### src/rtl/stream_mux_n.sv
// stream_mux_n
//   N:1 stream multiplexer with one registered output stage and optional
//   packet locking. The selected channel is forwarded into a single output
//   register at full throughput. With LOCK_EN=1 the channel chosen on the
//   first beat of a packet is held until that channel's LAST beat, so a
//   multi-beat transfer cannot be split by a SEL change. An out-of-range SEL
//   falls back to channel 0 and raises SEL_ERR alongside the beat it moved.
//
// Ports
//   CLK        rising-edge clock
//   RST        synchronous, active-high reset
//   SEL        channel select (SEL_W bits)
//   D          flattened inputs, channel i at D[i*WIDTH +: WIDTH]
//   IN_LAST    per-channel end-of-packet marker
//   IN_VALID   per-channel valid
//   IN_READY   per-channel ready (only the effective channel can be ready)
//   DOUT       registered output data
//   OUT_LAST   registered LAST of the output beat
//   OUT_VALID  output valid
//   OUT_READY  downstream ready
//   SEL_ERR    registered flag: the output beat was taken via an
//              out-of-range SEL
//   LOCKED     a packet is in progress and the channel is held
//
// Handshake: a beat moves on a channel in any cycle where both valid and
// ready are high at the rising clock edge. A producer holds its beat until
// then; ready never depends on anything a producer drives on the same
// channel, so valid may wait on ready without deadlock.

module stream_mux_n #(
    parameter int NUM_IN  = 4,
    parameter int WIDTH   = 32,
    parameter int SEL_W   = ($clog2(NUM_IN) < 1) ? 1 : $clog2(NUM_IN),
    parameter bit LOCK_EN = 1'b1
) (
    input  logic                    CLK,
    input  logic                    RST,
    input  logic [SEL_W-1:0]        SEL,
    input  logic [NUM_IN*WIDTH-1:0] D,
    input  logic [NUM_IN-1:0]       IN_LAST,
    input  logic [NUM_IN-1:0]       IN_VALID,
    output logic [NUM_IN-1:0]       IN_READY,
    output logic [WIDTH-1:0]        DOUT,
    output logic                    OUT_LAST,
    output logic                    OUT_VALID,
    input  logic                    OUT_READY,
    output logic                    SEL_ERR,
    output logic                    LOCKED
);

    typedef enum logic {
        ST_IDLE   = 1'b0,
        ST_LOCKED = 1'b1
    } state_t;

    state_t             state_q;
    state_t             state_d;
    logic [SEL_W-1:0]   held_q;
    logic [SEL_W-1:0]   held_d;

    logic [WIDTH-1:0]   dout_q;
    logic               last_q;
    logic               valid_q;
    logic               err_q;

    logic [SEL_W-1:0]   ch;
    logic               sel_bad;
    logic               stage_en;
    logic [WIDTH-1:0]   ch_data;
    logic               ch_last;
    logic               ch_valid;
    logic [NUM_IN-1:0]  ready_vec;
    logic               acc;

    // The output register can take a new beat when it is empty or is being
    // drained this very cycle.
    assign stage_en = !valid_q || OUT_READY;

    // Effective channel. While a packet is locked the held channel wins and
    // SEL (including a bad SEL) is ignored entirely.
    always_comb begin
        ch      = '0;
        sel_bad = 1'b0;
        if (LOCK_EN && (state_q == ST_LOCKED)) begin
            ch = held_q;
        end else if (int'(SEL) < NUM_IN) begin
            ch = SEL;
        end else begin
            ch      = '0;
            sel_bad = 1'b1;
        end
    end

    // Channel mux written as a compare loop so the select width never has
    // to match the width of the per-channel vectors.
    always_comb begin
        ch_data   = '0;
        ch_last   = 1'b0;
        ch_valid  = 1'b0;
        ready_vec = '0;
        for (int i = 0; i < NUM_IN; i++) begin
            if (i == int'(ch)) begin
                ch_data      = D[i*WIDTH +: WIDTH];
                ch_last      = IN_LAST[i];
                ch_valid     = IN_VALID[i];
                ready_vec[i] = stage_en && !RST;
            end
        end
    end

    assign IN_READY = ready_vec;
    assign acc      = ch_valid && stage_en && !RST;

    // Packet-lock FSM: a non-LAST accepted beat in IDLE captures the
    // channel; the LAST beat of that channel releases it.
    always_comb begin
        state_d = state_q;
        held_d  = held_q;
        if (LOCK_EN && acc) begin
            case (state_q)
                ST_IDLE: begin
                    if (!ch_last) begin
                        state_d = ST_LOCKED;
                        held_d  = ch;
                    end
                end
                ST_LOCKED: begin
                    if (ch_last) begin
                        state_d = ST_IDLE;
                    end
                end
                default: begin
                    state_d = ST_IDLE;
                end
            endcase
        end
    end

    always_ff @(posedge CLK) begin
        if (RST) begin
            state_q <= ST_IDLE;
            held_q  <= '0;
        end else begin
            state_q <= state_d;
            held_q  <= held_d;
        end
    end

    // Output stage. SEL_ERR travels with the beat it describes, so it holds
    // together with the rest of the register under backpressure.
    always_ff @(posedge CLK) begin
        if (RST) begin
            dout_q  <= '0;
            last_q  <= 1'b0;
            valid_q <= 1'b0;
            err_q   <= 1'b0;
        end else if (stage_en) begin
            if (acc) begin
                dout_q  <= ch_data;
                last_q  <= ch_last;
                valid_q <= 1'b1;
                err_q   <= sel_bad;
            end else begin
                valid_q <= 1'b0;
                err_q   <= 1'b0;
            end
        end
    end

    assign DOUT      = dout_q;
    assign OUT_LAST  = last_q;
    assign OUT_VALID = valid_q;
    assign SEL_ERR   = err_q;
    assign LOCKED    = (state_q == ST_LOCKED);

endmodule

### config.mk
export PLATFORM = sky130hd
export DESIGN_NAME = stream_mux_n
export DESIGN_NICKNAME = d
export VERILOG_FILES = /design/src/rtl/stream_mux_n.sv
export SDC_FILE = /design/constraint.sdc
export NUM_CORES = 1
export LEC_CHECK = 0
export CAP_MARGIN = 20
export CORE_MARGIN = 4
export CORE_UTILIZATION = 38
export CTS_CLUSTER_DIAMETER = 60
export DETAILED_ROUTE_END_ITERATION = 6
export PLACE_DENSITY = 0.87
export SLEW_MARGIN = 5
export SYNTH_ARGS = -nofsm -noshare
export SYNTH_HDL_FRONTEND = slang
export SYNTH_SLANG_ARGS = --single-unit
### constraint.sdc
create_clock -name CLK -period 3.2 [get_ports CLK]
set_input_delay 0.64 -clock CLK [delete_from_list [all_inputs] [get_ports CLK]]
set_output_delay 0.64 -clock CLK [all_outputs]
set_load 0.005 [all_outputs]
==> flow_metrics.tcl <==
set metrics [dict create \
    grt_start_max_net_pins 98 \
    post-dp-hpwl_um 6792 \
    gr-total-overflow 0 \
    reg2reg_slack_ns 0.84 \
    pin_count 181 \
    async_flop_share_pct 0 \
    worst_path_max_delay_cell "clkdlybuf4s50_1" \
    cp_slowest_stage_delay_ns 0.65 \
    stdcell_count 576 \
    maxSlewHeadroom_pct 55.37 \
    antenna_found_initial 0 \
    route.detailed.drc 0 \
    wire_per_inst_um 15.81 \
    synth_top_area_cell "dfxtp_1" \
    register_area_um2 740.7 \
    drv_slew 0 \
    netlist_instances 339 \
    crit_chain "clkdlybuf4s50_1, nand2b_1, nand2_1, nand2_1, nor2_1, clkdlybuf4s50_1" \
    power.leakage_nw 1.547 \
    clock_sinks 37 \
    drt_iter0_markers 132 \
    required_ns 2.56 \
    cts_tree "done" \
    dieArea_um2 8006 \
    die_x_um 89.48 \
    fin_util_pct 68.77 \
    rows 29 \
    setup_viol 0 \
    gp_congestion 0.8432 \
    crit_arrival_ns 2.26 \
    maxCapViolations 0 \
    post-place-cells 568 \
    ys_seq_area_share_pct 29.37 \
    die_h_um 89.48 \
    period_share_pct 90.65 \
    synth-seq-cells 37 \
    cts_resized 0 \
    core_area_um2 6386 \
    worstSetupStartpointType "primary input" \
    hold_buffers 0 \
    cts.root.buffer_cell "clkbuf_8" \
    wl_um 9104 \
    synth_edf_count 0 \
    period_needed_ns 2.901 \
    ir_worst_vdd_mv 0.1765 \
    grt_pass1_vias 2945 \
    multi_input_area_um2 1615 \
    p_per_area_nw_per_um2 340.1 \
    portBuffers 179 \
    fin_tns_setup_ns 0 \
    synth_top_area_share_pct 29.37 \
    cts_buffer_depth 2 \
    synth.avg_cell_area_um2 7.441 \
    yosysMostFrequentCell "nand2_1" \
    dr.pass1.iters 4 \
    netlist_top_cells_area "dfxtp_1, nand2_1, a311o_1" \
    syn_nets 480 \
    fmax_mhz 344.7 \
    path_max_fanout 6 \
    clk_latency_ns 0.28 \
    nNetsFinal 639 \
    start_util_pct 39.50 \
    grt.total_usage_pct 21.43 \
    outcome "completed" \
    fin_skew_ns 0.002629 \
    ant_nets 0 \
    syn_to_final_growth_pct 74.11 \
    vias_per_cell 5.345 \
    synth_common_cells "nand2_1, a21oi_1, dfxtp_1" \
    rsz0062_at_grt "no" \
    cts_max_level 2 \
    cts_buffers 5 \
    nFillCells 546 \
    drive_gt1_share_pct 4.008 \
    worst_slew_pin_slew_ns 0.6673 \
    routed-via-count 3079 \
    yosysWarnings 0 \
    min-delay-path-class "reg2reg" \
    grt_pass1_wl_um 13570 \
    crit_type "in2out" \
    clkTransAtPathRegs_ns 0.07 \
    synth_ff_type "dfxtp_1" \
    synth_area_um2 2522 \
    post_cts_buffers 0 \
    cp-end-kind "output pin" \
    yosysUniqueCellTypes 31 \
    final_hold_viol_count 0 \
    num_antenna_cells 0 \
]
layout make-up:
class | instances | area share (%)
Tap cell | 77 | 2.194
Timing Repair Buffer | 185 | 42.11
Sequential cell | 37 | 16.87
Clock inverter | 2 | 0.2279
Clock buffer | 6 | 1.652
Multi-Input combinational cell | 267 | 36.78
Inverter | 2 | 0.1709
flip-flops by register name, summed over array words and instances (netlist names):
name       cells
LOCKED         1
held_q         2
DOUT          32
OUT_LAST       1
OUT_VALID      1
cells in the final DEF (no fill, tap or decap), types with 2 or more instances in the layout:
cell | netlist | routed
a311o_1 | 32 | 32
nand2b_1 | 3 | 3
buf_4 | 3 | 5
mux2i_4 | 1 | 2
a211oi_1 | 32 | 32
nand2_1 | 101 | 101
nor2b_1 | 32 | 32
clkdlybuf4s50_1 | 0 | 179
mux2i_1 | 3 | 2
o21ai_0 | 2 | 2
dfxtp_1 | 37 | 37
mux4_2 | 2 | 2
and2b_1 | 2 | 2
nor2_1 | 5 | 5
nand3_1 | 2 | 2
clkinv_2 | 0 | 2
and3b_1 | 2 | 2
clkbuf_8 | 0 | 5
a21oi_1 | 38 | 38
inv_1 | 2 | 2
layer usage:
layer  wire (µm)  share of wire (%)  up-vias  GRT usage, %
met3         817                9.0       16         6.175
li1            -                  -     1533             -
met2        4556                 50      126         38.45
met5           0                  0        -             0
met4         216                2.4        0         7.984
met1        3514                 39     1404         23.87
final timing paths:
path / cells after the start / endpoint / startpoint
setup / recovery: 6 / IN_READY[1] / SEL[0]
hold / removal: 2 / DOUT[2] / DOUT[2]
setup reg to reg: 6 / DOUT[31] / LOCKED
hold reg to reg: 2 / DOUT[2] / DOUT[2]
critical path, delay by kind of cell:
kind / cells / cell delay (ns)
buf+inv: 2 / 1.18
simple gates: 4 / 0.43
through the flow:
step	hold slack (ns)	power [mW]	setup slack, ns	cell area [µm²]
detailed placement	0.4478	1.191	0.2895	4309
floorplan	0.4527	0.8621	0.8914	2522
global route	0.4720	1.586	0.1457	4392
global placement	0.4412	1.175	0.3669	4309
CTS	0.4574	1.512	0.3020	4392
finish	0.4552	1.494	0.2991	4392
power by group:
group	internal (mW)	switching (mW)	total, mW
sequential	0.508	0.0314	0.539
combinational	0.367	0.272	0.639
clock	0.151	0.165	0.316
total	1.03	0.468	1.49
cells by family after synthesis:
kind of cell | count (synthesis) | synth area share, %
AOI/OAI and AO/OA | 110 | 32.64
buffers and inverters | 35 | 7.093
muxes | 6 | 3.869
other | 1 | 0.1487
and+or+nand+nor | 150 | 26.88
DFF | 37 | 29.37
Power figures use the tool's default switching activity.
